`src/rtl/instruction_fetch_controller_pkg.sv`:
```
// ---------------------------------------------------------------------------
// instruction_fetch_controller_pkg
// Shared types and constants for the stage-1 instruction fetch controller.
//   word          : 32-bit machine word
//   fetch_entry_t : {pc, instruction} pair carried through the skid FIFO
//   INSTR_BYTES   : PC increment between sequential instructions
//   word_align()  : clears the byte-offset bits of an address
// ---------------------------------------------------------------------------
package instruction_fetch_controller_pkg;

  typedef logic [31:0] word;

  typedef struct packed {
    word pc;
    word instruction;
  } fetch_entry_t;

  localparam word INSTR_BYTES = 32'd4;

  // Instructions are word aligned, so the low address bits carry no meaning.
  function automatic word word_align(input word addr);
    return addr & ~(INSTR_BYTES - 32'd1);
  endfunction

endpackage

```
`src/rtl/instruction_fetch_controller_if.sv`:
```
// ---------------------------------------------------------------------------
// instruction_fetch_controller_if
// Bundles the fetch controller's control, memory and downstream signals.
//   fetch_enable    : allow new reads
//   redirect_valid  : one-cycle redirect request
//   redirect_pc     : redirect target (low two bits ignored)
//   mem_read        : read strobe to instruction memory
//   mem_addr        : byte address to instruction memory
//   mem_instruction : memory data, valid the cycle after mem_read
//   out_ready       : downstream accepts this cycle
//   out_valid       : out_pc/out_instruction hold a valid fetch
//   out_pc          : PC of the presented instruction
//   out_instruction : presented instruction
// Modports: master = the controller, slave = memory/pipeline side.
// ---------------------------------------------------------------------------
interface instruction_fetch_controller_if;
  import instruction_fetch_controller_pkg::*;

  logic fetch_enable;
  logic redirect_valid;
  word  redirect_pc;
  logic mem_read;
  word  mem_addr;
  word  mem_instruction;
  logic out_ready;
  logic out_valid;
  word  out_pc;
  word  out_instruction;

  modport master (
    input  fetch_enable,
    input  redirect_valid,
    input  redirect_pc,
    input  mem_instruction,
    input  out_ready,
    output mem_read,
    output mem_addr,
    output out_valid,
    output out_pc,
    output out_instruction
  );

  modport slave (
    output fetch_enable,
    output redirect_valid,
    output redirect_pc,
    output mem_instruction,
    output out_ready,
    input  mem_read,
    input  mem_addr,
    input  out_valid,
    input  out_pc,
    input  out_instruction
  );

endinterface

```
`src/rtl/instruction_fetch_controller_skid_fifo.sv`:
```
// ---------------------------------------------------------------------------
// fetch_skid_fifo
// Small FIFO of fetch entries that absorbs responses while downstream stalls.
//   clock, reset_n : clock and asynchronous active-low reset
//   push, entry_in : write entry_in at the tail
//   pop            : drop the head (caller only pops when non-empty)
//   flush          : empty the FIFO; overrides push and pop
//   count          : number of valid entries
//   head           : oldest entry (meaningful only when count != 0)
// The pointer wrap below is written for any DEPTH, but the controller is
// only ever built with DEPTH = 2.
// ---------------------------------------------------------------------------
module fetch_skid_fifo
  import instruction_fetch_controller_pkg::*;
#(
  parameter int DEPTH   = 2,
  parameter int PTR_W   = (DEPTH > 1) ? $clog2(DEPTH) : 1,
  parameter int COUNT_W = $clog2(DEPTH + 1)
) (
  input  logic               clock,
  input  logic               reset_n,
  input  logic               push,
  input  fetch_entry_t       entry_in,
  input  logic               pop,
  input  logic               flush,
  output logic [COUNT_W-1:0] count,
  output fetch_entry_t       head
);

  fetch_entry_t storage_reg [DEPTH];

  logic [PTR_W-1:0]   rd_ptr_reg, rd_ptr_next;
  logic [PTR_W-1:0]   wr_ptr_reg, wr_ptr_next;
  logic [COUNT_W-1:0] count_reg, count_next;
  logic [DEPTH-1:0]   wr_en;

  function automatic logic [PTR_W-1:0] ptr_inc(input logic [PTR_W-1:0] ptr);
    return (ptr == PTR_W'(DEPTH - 1)) ? '0 : ptr + PTR_W'(1);
  endfunction

  // One write enable per slot; a flush discards any same-cycle push.
  for (genvar gi = 0; gi < DEPTH; gi++) begin : g_wr_en
    assign wr_en[gi] = push & ~flush & (wr_ptr_reg == PTR_W'(gi));
  end

  always_comb begin
    rd_ptr_next = rd_ptr_reg;
    wr_ptr_next = wr_ptr_reg;
    count_next  = count_reg;
    if (flush) begin
      rd_ptr_next = '0;
      wr_ptr_next = '0;
      count_next  = '0;
    end else begin
      if (push) wr_ptr_next = ptr_inc(wr_ptr_reg);
      if (pop)  rd_ptr_next = ptr_inc(rd_ptr_reg);
      case ({push, pop})
        2'b10:   count_next = count_reg + COUNT_W'(1);
        2'b01:   count_next = count_reg - COUNT_W'(1);
        default: count_next = count_reg;
      endcase
    end
  end

  always_ff @(posedge clock or negedge reset_n) begin
    if (!reset_n) begin
      rd_ptr_reg <= '0;
      wr_ptr_reg <= '0;
      count_reg  <= '0;
    end else begin
      rd_ptr_reg <= rd_ptr_next;
      wr_ptr_reg <= wr_ptr_next;
      count_reg  <= count_next;
    end
  end

  // Payload needs no reset: it is only observed while count is non-zero.
  always_ff @(posedge clock) begin
    for (int i = 0; i < DEPTH; i++) begin
      if (wr_en[i]) storage_reg[i] <= entry_in;
    end
  end

  assign count = count_reg;
  assign head  = storage_reg[rd_ptr_reg];

endmodule

```
`src/rtl/instruction_fetch_controller.sv`:
```
// ---------------------------------------------------------------------------
// instruction_fetch_controller
// Stage-1 sequencer for the synchronous instruction memory. Owns the PC,
// issues at most one read per cycle, tracks the single in-flight read and
// presents responses in program order, buffering up to two in a skid FIFO.
// A redirect squashes the in-flight response and all buffered entries.
//   clock   : rising-edge clock
//   reset_n : asynchronous active-low reset
//   bus     : instruction_fetch_controller_if.master (control, memory and
//             downstream handshake signals)
// Parameters: RESET_PC (word aligned), FIFO_DEPTH (only 2 is supported).
// ---------------------------------------------------------------------------
module instruction_fetch_controller
  import instruction_fetch_controller_pkg::*;
#(
  parameter word RESET_PC   = 32'h0000_0000,
  parameter int  FIFO_DEPTH = 2
) (
  input  logic                           clock,
  input  logic                           reset_n,
  instruction_fetch_controller_if.master bus
);

  localparam int COUNT_W = $clog2(FIFO_DEPTH + 1);

  word  pc_reg, pc_next;
  word  inflight_pc_reg, inflight_pc_next;
  logic inflight_reg, inflight_next;

  logic [COUNT_W-1:0] fifo_count;
  fetch_entry_t       fifo_head;
  fetch_entry_t       response;
  fetch_entry_t       out_entry;

  word  redirect_addr;
  word  issue_addr;
  logic space;
  logic issue;
  logic fifo_empty;
  logic present_valid;
  logic accept;
  logic push;
  logic pop;

  assign redirect_addr = word_align(bus.redirect_pc);

  // Room check deliberately ignores a same-cycle dequeue so it never depends
  // on out_ready; this costs nothing at full throughput since a bypassed
  // response is not counted in the FIFO.
  assign space = (int'(fifo_count) + int'(inflight_reg)) <= 1;

  // A redirect flushes the FIFO, so it may always issue. Reset masks the
  // strobe combinationally so it drops without waiting for a clock edge.
  assign issue      = reset_n & bus.fetch_enable & (space | bus.redirect_valid);
  assign issue_addr = bus.redirect_valid ? redirect_addr : pc_reg;

  assign bus.mem_read = issue;
  assign bus.mem_addr = reset_n ? issue_addr : RESET_PC;

  always_comb begin
    pc_next          = pc_reg;
    inflight_pc_next = inflight_pc_reg;
    inflight_next    = issue;
    if (issue) begin
      inflight_pc_next = issue_addr;
      pc_next          = issue_addr + INSTR_BYTES;
    end else if (bus.redirect_valid) begin
      // Redirect while disabled: remember the target for the next issue.
      pc_next = redirect_addr;
    end
  end

  always_ff @(posedge clock or negedge reset_n) begin
    if (!reset_n) begin
      pc_reg          <= RESET_PC;
      inflight_pc_reg <= '0;
      inflight_reg    <= 1'b0;
    end else begin
      pc_reg          <= pc_next;
      inflight_pc_reg <= inflight_pc_next;
      inflight_reg    <= inflight_next;
    end
  end

  // The memory response only means something in the cycle after the read.
  assign response = '{pc: inflight_pc_reg, instruction: bus.mem_instruction};

  assign fifo_empty    = (fifo_count == '0);
  assign present_valid = ~bus.redirect_valid & (~fifo_empty | inflight_reg);
  assign accept        = present_valid & bus.out_ready;

  // A bypassed response that is taken immediately never touches the FIFO.
  assign push = inflight_reg & ~bus.redirect_valid & ~(fifo_empty & accept);
  assign pop  = accept & ~fifo_empty;

  always_comb begin
    out_entry = '0;
    if (!bus.redirect_valid) begin
      if (!fifo_empty) begin
        out_entry = fifo_head;
      end else if (inflight_reg) begin
        out_entry = response;
      end
    end
  end

  assign bus.out_valid       = present_valid;
  assign bus.out_pc          = out_entry.pc;
  assign bus.out_instruction = out_entry.instruction;

  fetch_skid_fifo #(
    .DEPTH (FIFO_DEPTH)
  ) u_skid_fifo (
    .clock    (clock),
    .reset_n  (reset_n),
    .push     (push),
    .entry_in (response),
    .pop      (pop),
    .flush    (bus.redirect_valid),
    .count    (fifo_count),
    .head     (fifo_head)
  );

endmodule
```
`src/flat_wrapper.sv`:
```
// flat-port wrapper written by rule: the top's interface ports become plain ports
module instruction_fetch_controller_flat import instruction_fetch_controller_pkg::*;
#(
  parameter word RESET_PC   = 32'h0000_0000,
  parameter int  FIFO_DEPTH = 2
)
  (clock, reset_n, bus_fetch_enable, bus_redirect_valid, bus_redirect_pc, bus_mem_instruction, bus_out_ready, bus_mem_read, bus_mem_addr, bus_out_valid, bus_out_pc, bus_out_instruction);
  instruction_fetch_controller_if bus_i ();
  input  logic clock;
  input  logic reset_n;
  input wire logic [$bits(bus_i.fetch_enable)-1:0] bus_fetch_enable;
  input wire logic [$bits(bus_i.redirect_valid)-1:0] bus_redirect_valid;
  input wire logic [$bits(bus_i.redirect_pc)-1:0] bus_redirect_pc;
  input wire logic [$bits(bus_i.mem_instruction)-1:0] bus_mem_instruction;
  input wire logic [$bits(bus_i.out_ready)-1:0] bus_out_ready;
  output wire logic [$bits(bus_i.mem_read)-1:0] bus_mem_read;
  output wire logic [$bits(bus_i.mem_addr)-1:0] bus_mem_addr;
  output wire logic [$bits(bus_i.out_valid)-1:0] bus_out_valid;
  output wire logic [$bits(bus_i.out_pc)-1:0] bus_out_pc;
  output wire logic [$bits(bus_i.out_instruction)-1:0] bus_out_instruction;
  assign bus_i.fetch_enable = bus_fetch_enable;
  assign bus_i.redirect_valid = bus_redirect_valid;
  assign bus_i.redirect_pc = bus_redirect_pc;
  assign bus_i.mem_instruction = bus_mem_instruction;
  assign bus_i.out_ready = bus_out_ready;
  assign bus_mem_read = bus_i.mem_read;
  assign bus_mem_addr = bus_i.mem_addr;
  assign bus_out_valid = bus_i.out_valid;
  assign bus_out_pc = bus_i.out_pc;
  assign bus_out_instruction = bus_i.out_instruction;
  instruction_fetch_controller #(.RESET_PC(RESET_PC), .FIFO_DEPTH(FIFO_DEPTH)) u_core (.clock(clock), .reset_n(reset_n), .bus(bus_i));
endmodule
```
`config.mk`:
```
export PLATFORM = sky130hd
export DESIGN_NAME = instruction_fetch_controller_flat
export DESIGN_NICKNAME = d
export VERILOG_FILES = /design/src/rtl/instruction_fetch_controller_pkg.sv /design/src/rtl/instruction_fetch_controller_if.sv /design/src/rtl/instruction_fetch_controller_skid_fifo.sv /design/src/rtl/instruction_fetch_controller.sv /design/src/flat_wrapper.sv
export SDC_FILE = /design/constraint.sdc
export NUM_CORES = 1
export LEC_CHECK = 0
export CAP_MARGIN = 40
export CORE_ASPECT_RATIO = 0.7
export CORE_UTILIZATION = 50
export DETAILED_ROUTE_END_ITERATION = 12
export PLACE_DENSITY_LB_ADDON = 0.25
export SLEW_MARGIN = 40
export SYNTH_ARGS = -nofsm -noshare
export SYNTH_HDL_FRONTEND = slang
export SYNTH_SLANG_ARGS = --single-unit
```
`constraint.sdc`:
```
create_clock -name clock -period 8.05 [get_ports clock]
set_clock_uncertainty 0.15 [all_clocks]
set_input_delay 0.805 -clock clock [delete_from_list [all_inputs] [get_ports clock]]
set_output_delay 0.805 -clock clock [all_outputs]
set_load 0.01 [all_outputs]
```
==> results.py <==
metrics = {
    "setup_path": {
        "cp_slowest_cell": "dfrtp_1",
        "cp.required_ns": 7.09,
        "path_max_fanout": 63,
        "crit_type": "flop to primary output",
        "critPathLaunchType": "flop",
        "worst_setup_path_end_kind": "primary output",
        "crit_family": "buffers and inverters",
        "r2r-start": "u_core.inflight_reg",
        "path_cells": "nand2_1 > a21oi_1 > or2_4 > clkinv_1 > clkdlybuf4s50_1",
        "cp_data_arrival_time_ns": 3.31,
        "crit_start": "u_core.inflight_reg",
        "critPathMaxStageDelay_ns": 0.82,
        "critPathBufInv": 2,
    },
    "power": {
        "p_leak_nw": 3.98,
        "p_per_area_nw_per_um2": 209,
        "ir_worst_vdd_mv": 0.129,
    },
    "cts": {
        "cts_sinks": 197,
        "cts_root_buf": "clkbuf_16",
        "clk_transition_reported_paths_ns": 0.07,
        "clk-insertion-delay-late_ns": 0.43,
        "cts_hold_buf": 0,
        "cts_buffers": 17,
        "htree_levels": 4,
        "post-cts-setup-buffers": 0,
        "clock_path_buffers": 2,
        "cts_tree": "built",
        "post_cts_resize_count": 0,
    },
    "run_status": {
        "status": "finished clean",
    },
    "timing": {
        "fin_crit_sh_pct": 52.9,
        "drv_slew": 0,
        "min_period_ns": 4.26,
        "rsz0062_at_grt": "false",
        "fin_tns_setup_ns": 0,
        "max_slew_margin_pct": 50.2,
        "hold_viol": 0,
        "fmax_mhz": 235,
        "tightest_slew_ns": 0.726,
        "final-setup-viol-count": 0,
    },
    "die": {
        "fp.coreArea_um2": 17300,
        "start_util_pct": 51.4,
        "die_h_um": 113,
        "dieArea_um2": 18300,
        "dieWidth_um": 161,
        "rows": 40,
        "pin_count": 167,
    },
    "finish": {
        "design_area_um2": 11400,
        "antenna_cells": 0,
        "nets": 939,
        "syn2layout_area_growth_pct": 28.4,
        "drive_gt1_share_pct": 7.15,
        "largest_reg_flops": 128,
        "fillers": 1281,
    },
    "synthesis": {
        "syn-cell-area_um2": 8870,
        "netlist_top_cells_area": "edfxtp_1, dfrtp_1, mux2i_1, o21ai_0, nand2_1",
        "ys_types": 50,
        "synth-seq-cells": 197,
        "yosysWarnings": 0,
        "synth_cells": 717,
        "synth-edff-count": 128,
        "yosysMostFrequentCell": "edfxtp_1",
        "synthArstFlopShare_pct": 35.0,
        "ys_seq_area_share_pct": 62.8,
        "synth.top_cell.area_share_pct": 43.3,
        "ys.flop_type": "edfxtp_1",
        "synth_top_cell_by_area": "edfxtp_1",
        "syn-mean-instance-area_um2": 12.4,
        "synth_common_cells": "edfxtp_1, nand2_1, mux2i_1, o21ai_0, dfrtp_1",
        "synthesis.nets": 787,
    },
    "route": {
        "drc": 0,
        "drt_iter0_drc": 447,
        "viasPerCell": 5.49,
        "vias": 6104,
        "routedWlPerCell_um": 18.3,
        "wl_um": 20400,
        "drt_first_pass_iters": 4,
        "final_antenna_net_count": 0,
    },
    "global_route": {
        "antenna_found_initial": 0,
        "grt_usage_pct": 22.9,
        "grt-ovfl-total": 0,
        "grt_max_degree": 64,
        "grt_pass1_wl_um": 32100,
        "grt_pass1_vias": 5933,
    },
    "placed_design": {
        "placement.io_buffers": 164,
        "routabilityCongestion": 0.829,
        "placed_area_um2": 10800,
        "dp_hpwl_um": 13500,
    },
    "job": {
        "drv_cap": 0,
    },
    "worst_hold_path": {
        "timing.hold.worst.class": "primary input to async pin",
    },
}
[metrics by stage]
stage	hold slack [ns]	setup WS, ns	total power, mW	util [%]	cells
6_report	0.165	3.79	2.39	66.0	1112
5_1_grt	0.185	3.58	2.48	66.0	1112
4_1_cts	0.163	3.81	2.40	65.9	1112
3_5_place_dp	0.332	3.89	1.52	62.4	1081
3_3_place_gp	0.326	3.69	1.50	61.9	1077
2_1_floorplan	0.313	1.48	1.36	-	717
[cell usage in the layout, fill, tap and decap left out, types with 13 or more instances in the layout]
cell,n
a31oi_1,13
clkbuf_16,17
clkdlybuf4s50_1,162
dfrtp_1,68
edfxtp_1,128
mux2i_1,96
nand2_1,103
nor2_1,35
nor2b_1,30
o21ai_0,83
xnor2_1,17
xor2_1,21
[final timing paths]
| path | to | slack [ns] | depth (start not counted) |
|---|---|---|---|
| hold / removal | u_core.pc_reg[14] | 0.16 | 1 |
| setup reg to reg | u_core.pc_reg[4] | 5.16 | 6 |
| min in group clock | u_core.u_skid_fifo.storage_reg[0][58] | 0.35 | 0 |
| setup / recovery | bus_mem_read | 3.79 | 5 |
| hold reg to reg | u_core.u_skid_fifo.storage_reg[0][58] | 0.35 | 0 |
| max in group asynchronous | u_core.u_skid_fifo.rd_ptr_reg | 6.66 | 2 |
[worst reg2reg max path: cells and delay by family, from the launching register on]
family / cells / cell delay [ns]
AO/OA/AOI/OAI: 1 / 0.25
XOR/XNOR: 1 / 0.18
buffers and inverters: 1 / 0.47
flip-flops: 1 / 0.82
AND/OR/NAND/NOR: 3 / 0.94
[metal layers]
metal / GRT usage, % / up-vias / share of wire, %
li1: - / 2869 / -
met1: 34.8 / 2994 / 48
met2: 33.7 / 225 / 45
met3: 4.95 / 16 / 6.1
met4: 5.41 / 0 / 0.90
met5: 0 / - / 0
[layout make-up]
| type | instances | area [um2] | share of cell area [%] |
|---|---|---|---|
| flip-flops and latches | 197 | 5570 | 48.9 |
| multi-input cells | 472 | 3120 | 27.4 |
| repair buffers | 176 | 1780 | 15.6 |
| clock inverters | 14 | 183 | 1.60 |
| clock buffers | 17 | 425 | 3.74 |
| well taps | 231 | 289 | 2.54 |
| inverters | 5 | 18.8 | 0.165 |
[where the power goes]
part	internal, mW	switching, mW
Combinational	0.149	0.158
Sequential	1.15	0.0517
Clock	0.516	0.363
[cells by family (layout without fill, tap and decap cells)]
group,after synthesis,after routing,share of synthesized area [%]
adders and majority gates,1,1,0.141
AOI/OAI and AO/OA,111,111,7.18
and+or+nand+nor,223,223,12.4
DFF,197,197,62.8
buffers and inverters,48,212,2.48
muxes,99,99,11.3
xor gates and xnor gates,38,38,3.75
(Power assumes the default switching activity.)
